**config.mk**
```make
export PLATFORM = sky130hd
export DESIGN_NAME = motor_period_meas_flat
export DESIGN_NICKNAME = d
export VERILOG_FILES = /design/src/rtl/motor_period_meas_if.sv /design/src/rtl/motor_period_meas.sv /design/src/flat_wrapper.sv
export SDC_FILE = /design/constraint.sdc
export NUM_CORES = 1
export LEC_CHECK = 0
export ABC_CLOCK_PERIOD_IN_PS = 3250
export CAP_MARGIN = 20
export CORE_MARGIN = 8
export CORE_UTILIZATION = 57
export DETAILED_ROUTE_END_ITERATION = 16
export PLACE_DENSITY = 0.86
export RECOVER_POWER = 25
export SLEW_MARGIN = 20
export SYNTH_ARGS = -nofsm -noshare
export SYNTH_HDL_FRONTEND = slang
export SYNTH_SLANG_ARGS = --single-unit
```
**constraint.sdc**
```tcl
create_clock -name clk -period 3.25 [get_ports clk]
set_input_delay 0.65 -clock clk [delete_from_list [all_inputs] [get_ports clk]]
set_output_delay 0.65 -clock clk [all_outputs]
set_load 0.05 [all_outputs]
```
**src/rtl/motor_period_meas_if.sv**
```systemverilog
// Period-sample bus from motor_period_meas to the downstream moving-average filter.
interface motor_period_meas_if #(
    parameter int unsigned WIDTH = 16
);
    logic             period_valid;
    logic [WIDTH-1:0] period;
    logic             stall;

    modport master (output period_valid, output period, output stall);
    modport slave  (input  period_valid, input  period, input  stall);
endinterface

```
**src/rtl/motor_period_meas.sv**
```systemverilog
// Measures tick count between debounced rising edges of the speed sensor and
// flags a stalled motor when the tick counter saturates before the next edge.
module motor_period_meas #(
    parameter int unsigned WIDTH    = 16,
    parameter int unsigned DEB_N    = 4,
    parameter int unsigned TICK_DIV = 1
) (
    input  logic                clk,
    input  logic                rst,
    input  logic                enable,
    input  logic                pulse_in,
    motor_period_meas_if.master o_meas
);
    localparam int unsigned PW = (TICK_DIV > 1) ? $clog2(TICK_DIV) : 1;
    localparam int unsigned DW = $clog2(DEB_N + 1);

    localparam logic [WIDTH-1:0] CNT_MAX    = '1;
    localparam logic [PW-1:0]    PRESC_LAST = PW'(TICK_DIV - 1);
    localparam logic [DW-1:0]    DEB_LAST   = DW'(DEB_N - 1);

    localparam logic [1:0] S_IDLE  = 2'd0;
    localparam logic [1:0] S_ARM   = 2'd1;
    localparam logic [1:0] S_MEAS  = 2'd2;
    localparam logic [1:0] S_STALL = 2'd3;

    logic             r_sync1;
    logic             r_sync2;
    logic             r_filt;
    logic             r_filt_d;
    logic [DW-1:0]    r_deb_cnt;

    logic [1:0]       r_state;
    logic [PW-1:0]    r_presc;
    logic [WIDTH-1:0] r_cnt;
    logic             r_valid;
    logic [WIDTH-1:0] r_period;
    logic             r_stall;

    logic [1:0]       w_state_nxt;
    logic [PW-1:0]    w_presc_nxt;
    logic [WIDTH-1:0] w_cnt_nxt;
    logic             w_valid_nxt;
    logic [WIDTH-1:0] w_period_nxt;
    logic             w_stall_nxt;

    logic             w_edge;
    logic             w_tick;
    logic [WIDTH-1:0] w_cnt_inc;

    // Synchronizer and debounce run regardless of enable so the filtered level stays current.
    always_ff @(posedge clk) begin
        if (rst) begin
            r_sync1   <= 1'b0;
            r_sync2   <= 1'b0;
            r_filt    <= 1'b0;
            r_filt_d  <= 1'b0;
            r_deb_cnt <= '0;
        end else begin
            r_sync1  <= pulse_in;
            r_sync2  <= r_sync1;
            r_filt_d <= r_filt;
            if (r_sync2 == r_filt) begin
                r_deb_cnt <= '0;
            end else if (r_deb_cnt == DEB_LAST) begin
                r_filt    <= r_sync2;
                r_deb_cnt <= '0;
            end else begin
                r_deb_cnt <= r_deb_cnt + DW'(1);
            end
        end
    end

    assign w_edge    = r_filt & ~r_filt_d;
    assign w_tick    = (r_presc == PRESC_LAST);
    assign w_cnt_inc = (r_cnt == CNT_MAX) ? CNT_MAX : r_cnt + WIDTH'(w_tick);

    // Next-state and registered-output logic; an edge takes priority over saturation.
    always_comb begin
        w_state_nxt  = r_state;
        w_presc_nxt  = w_tick ? '0 : r_presc + PW'(1);
        w_cnt_nxt    = r_cnt;
        w_valid_nxt  = 1'b0;
        w_period_nxt = r_period;
        w_stall_nxt  = r_stall;

        if (!enable) begin
            w_state_nxt = S_IDLE;
            w_presc_nxt = '0;
            w_cnt_nxt   = '0;
            w_stall_nxt = 1'b0;
        end else begin
            case (r_state)
                S_IDLE: begin
                    w_state_nxt = S_ARM;
                    w_presc_nxt = '0;
                    w_cnt_nxt   = '0;
                end
                S_ARM: begin
                    w_cnt_nxt = '0;
                    if (w_edge) begin
                        w_presc_nxt = '0;
                        w_state_nxt = S_MEAS;
                    end
                end
                S_MEAS: begin
                    if (w_edge) begin
                        w_period_nxt = w_cnt_inc;
                        w_valid_nxt  = 1'b1;
                        w_cnt_nxt    = '0;
                        w_presc_nxt  = '0;
                    end else if (w_cnt_inc == CNT_MAX) begin
                        w_period_nxt = CNT_MAX;
                        w_valid_nxt  = 1'b1;
                        w_stall_nxt  = 1'b1;
                        w_cnt_nxt    = CNT_MAX;
                        w_state_nxt  = S_STALL;
                    end else begin
                        w_cnt_nxt = w_cnt_inc;
                    end
                end
                S_STALL: begin
                    if (w_edge) begin
                        w_stall_nxt = 1'b0;
                        w_cnt_nxt   = '0;
                        w_presc_nxt = '0;
                        w_state_nxt = S_MEAS;
                    end
                end
                default: begin
                    w_state_nxt = S_IDLE;
                    w_presc_nxt = '0;
                    w_cnt_nxt   = '0;
                    w_stall_nxt = 1'b0;
                end
            endcase
        end
    end

    always_ff @(posedge clk) begin
        if (rst) begin
            r_state  <= S_IDLE;
            r_presc  <= '0;
            r_cnt    <= '0;
            r_valid  <= 1'b0;
            r_period <= '0;
            r_stall  <= 1'b0;
        end else begin
            r_state  <= w_state_nxt;
            r_presc  <= w_presc_nxt;
            r_cnt    <= w_cnt_nxt;
            r_valid  <= w_valid_nxt;
            r_period <= w_period_nxt;
            r_stall  <= w_stall_nxt;
        end
    end

    assign o_meas.period_valid = r_valid;
    assign o_meas.period       = r_period;
    assign o_meas.stall        = r_stall;
endmodule

```
**src/flat_wrapper.sv**
```systemverilog
// flat-port wrapper written by rule: the top's interface ports become plain ports
module motor_period_meas_flat 
#(
    parameter int unsigned WIDTH    = 16,
    parameter int unsigned DEB_N    = 4,
    parameter int unsigned TICK_DIV = 1
)
  (clk, rst, enable, pulse_in, o_meas_period_valid, o_meas_period, o_meas_stall);
  motor_period_meas_if #(.WIDTH(WIDTH)) o_meas_i ();
  input  logic clk;
  input  logic rst;
  input  logic enable;
  input  logic pulse_in;
  output wire logic [$bits(o_meas_i.period_valid)-1:0] o_meas_period_valid;
  output wire logic [$bits(o_meas_i.period)-1:0] o_meas_period;
  output wire logic [$bits(o_meas_i.stall)-1:0] o_meas_stall;
  assign o_meas_period_valid = o_meas_i.period_valid;
  assign o_meas_period = o_meas_i.period;
  assign o_meas_stall = o_meas_i.stall;
  motor_period_meas #(.WIDTH(WIDTH), .DEB_N(DEB_N), .TICK_DIV(TICK_DIV)) u_core (.clk(clk), .rst(rst), .enable(enable), .pulse_in(pulse_in), .o_meas(o_meas_i));
endmodule
```
==> metrics.md <==
| Metric | Value |
|---|---|
| Sum of overflow across all layers after global routing | 0 |
| Number of instances in the synthesized netlist | 303 |
| Path class of the lowest-slack min-delay path | reg -> reg |
| Arrival time at the worst endpoint | 3.06 ns |
| Crit path capture | u_core.o_meas.period_valid$_SDFF_PP0_ |
| Total number of vias | 2,313 |
| Num CTS Buffers | 5 |
| # setup viols final | 0 |
| Resize count post-CTS | 0 |
| Fin. Hold Viols | 0 |
| Post-route worst setup slack | 0.331 ns |
| Worst-path clk slew | 0.08 ns |
| Buffer levels on the longest clock path | 2 |
| Critical register-to-register path endpoint | u_core.o_meas.period_valid$_SDFF_PP0_ |
| Launching element type of the critical path | flop |
| Vert. Die Dim | 80.5 um |
| Status | completed |
| Wire per inst | 16.9 um |
| Synthesis-stage register bit count | 43 |
| Total of max-cap violations | 0 |
| Count of flip-flops with a built-in enable after synthesis | 0 |
| Clock tree from TritonCTS | yes |
| Average instance area after synthesis | 7.84 um^2 |
| Pwr per Cell Area | 396 nW/um^2 |
| Antenna violations before repair | 0 |
| Critical Path Start | u_core.r_cnt[0]$_SDFFE_PP0P_ |
| Worst reg2reg path startpoint | u_core.r_cnt[0]$_SDFFE_PP0P_ |
| Global placer's final weighted congestion | 0.974 |
| Crit. End Element | flop |
| Max-slew violation count | 0 |
| Net count after synthesis | 310 |
| Total negative slack | 0 ns |
| Most common library cell in the layout ignoring fill and taps | nor2_1 |
| Transition time at the pin with the least slew margin | 0.949 ns |
| Pint | 0.845 mW |
| Netlist area before placement | 2370 um^2 |
| Die area | 6490 um^2 |
| DP Wirelength | 4210 um |
| Sequential-to-total area share from yosys stat | 0.362 |
| Worst skew pair latency | 0.31 ns |
| Most used flip-flop cell after synthesis | dfxtp_1 |
| Worst slew margin relative to its limit | 0.367 |
| Via/cell ratio | 6.41 |
| R2R cell count | 7 |
| Width of the chip | 80.5 um |
| Number of search-and-repair iterations in the first detailed-routing pass | 5 |
| Number of top-level design ports | 22 |
| FFs w/ async S/R, synth | 0 |
| Fraction of power consumed by combinational cells | 0.024 |
| Origin of the worst min-delay path | u_core.r_deb_cnt[0]$_SDFF_PP0_ |
| Total clock sinks | 43 |
| Number of buffers inserted to repair setup after CTS | 0 |
| Global-route wire length before repair | 10,200 um |
| Fraction of power spent switching nets | 0.199 |
| Achievable Freq | 343 MHz |
| Share of the clock period used by the worst path | 0.898 |
| Maximum fanout along the worst path | 16 |
| Crit Path Class | reg -> reg |
| Total routing usage reported by global routing | 0.198 |
| Core Area | 4000 um^2 |
| H-Tree Depth | 2 |
| IO buf count | 21 |
| Number of unique standard cell types used by synthesis | 44 |
| P&R area growth vs syn | 12.3% |
| R2r setup slk | 0.33 ns |
| Number of hold buffers added after CTS | 0 |
| Total wire length after detailed routing | 6120 um |
| Buffer type at the clock tree root | clkbuf_8 |
| Maximum number of pins on one net before global-route repair | 24 |
| Proportion of layout cells with a drive suffix above 1 | 0.0965 |
| Total inserted antenna cells | 0 |
| Site Rows | 23 |
| Starting density of the core | 0.594 |
| Number of nets with antenna violations after detailed routing | 0 |
| Vias in the first global route | 2,132 |
| FILL cells | 317 |
| Time the worst path needs with I/O delays and setup | 2.92 ns |
| Number of nets in the finished design | 317 |
| Yosys warning total | 0 |
| Net Switching | 0.210 mW |
| Leakage | 0.828 nW |
| Max IR drop VDD | 0.333 mV |
| Post-place setup slack | 0.418 ns |
| Layout Skew | 0.0133 ns |
| Commonest cells after routing, fill and taps aside | nor2_1 (48), dfxtp_1 (43), a21oi_1 (37) |
| Flop pwr share | 0.504 |
| Crit path required time | 3.39 ns |
| Drt drc | 0 |
| RSZ-0062 raised after global routing | no |
| Drt initial violations | 271 |
| Part of the power in the clock network | 0.473 |
## critical path: stages (launching register included)
cell and delay (ns):
dfxtp_1 0.50, ha_1 0.32, and3_1 0.32, nand3_2 0.15, o21ai_0 0.40, a2111oi_4 0.15, o21ai_2 0.72, a211oi_1 0.20
## sequential cells by signal (all words and copies together), names as in the netlist
signal	count
u_core.o_meas.period	16
u_core.r_cnt	16
u_core.r_deb_cnt	3
u_core.r_state	2
u_core.o_meas.period_valid	1
u_core.o_meas.stall	1
u_core.r_filt	1
u_core.r_filt_d	1
u_core.r_sync1	1
u_core.r_sync2	1
## stage by stage
step | power, mW | utilization | instances | cell area, um^2 | hold WS [ns]
floorplan | 0.558 | - | 303 | 2370 | 0.399
global placement | 0.568 | 0.634 | 353 | 2540 | 0.409
detailed placement | 0.569 | 0.634 | 353 | 2540 | 0.413
CTS | 1.06 | 0.668 | 361 | 2670 | 0.428
global route | 1.08 | 0.667 | 361 | 2670 | 0.441
finish | 1.06 | 0.667 | 361 | 2670 | 0.423
## cell usage after synthesis (5+ instances only)
| library cell | n | area (um^2) |
|---|---|---|
| nor2_1 | 48 | 180 |
| dfxtp_1 | 43 | 861 |
| a21oi_1 | 37 | 185 |
| o21ai_0 | 29 | 145 |
| nand2_1 | 15 | 56.3 |
| clkbuf_1 | 12 | 45.0 |
| a21oi_2 | 10 | 87.6 |
| nand4_1 | 9 | 56.3 |
| buf_4 | 8 | 60.1 |
| nor3_1 | 8 | 40.0 |
| nand3_1 | 7 | 35.0 |
| nor2b_1 | 7 | 43.8 |
| xnor2_1 | 7 | 61.3 |
| o2111ai_1 | 6 | 52.6 |
| nor4_1 | 5 | 31.3 |
## per-layer routing
metal  part of all wire  global-route usage  vias up
met2               0.45               0.311      119
met3              0.077              0.0513       26
met1               0.44               0.247     1073
met4              0.032              0.0855        0
met5                  0                   0        -
li1                   -                   -     1095
## power groups by stage
stage,Sequential (mW),Clock (mW),Combinational [mW]
after global routing,0.532,0.521,0.0269
after global placement,0.544,0,0.0242
final,0.531,0.499,0.0248
after CTS,0.531,0.502,0.0250
after floorplan,0.542,0,0.0164
after detailed placement,0.544,0,0.0249
## cell families (layout without fill, tap and decap cells)
kind of cell               count (synthesis)  count (layout)  share of synthesized area
and+or+nand+nor                          117             117                      0.247
AOI/OAI and AO/OA                         97              97                      0.258
DFF                                       43              43                      0.362
buffers and inverters                     31              39                     0.0716
xor gates and xnor gates                  10              10                     0.0369
adders and majority gates                  3               3                     0.0158
muxes                                      2               2                    0.00843
## worst min path at each step
stage | cells after the start | slack (ns) | endpoint
after floorplan | 1 | 0.40 | u_core.r_deb_cnt[0]$_SDFF_PP0_
after global placement | 1 | 0.41 | u_core.r_deb_cnt[0]$_SDFF_PP0_
after detailed placement | 1 | 0.41 | u_core.r_deb_cnt[0]$_SDFF_PP0_
after CTS | 1 | 0.43 | u_core.r_deb_cnt[0]$_SDFF_PP0_
after global routing | 1 | 0.44 | u_core.r_deb_cnt[0]$_SDFF_PP0_
final | 1 | 0.42 | u_core.r_deb_cnt[0]$_SDFF_PP0_
## cell type report
type	instances	area (um^2)	share of cell area
multi-input combinational	229	1340	0.504
clock buffer	6	72.6	0.0272
inverter	4	15.0	0.00563
sequential	43	861	0.323
tap	50	62.6	0.0235
clock inverter	2	60.1	0.0225
timing repair buffer	27	251	0.0943
(Power assumes the default switching activity.)
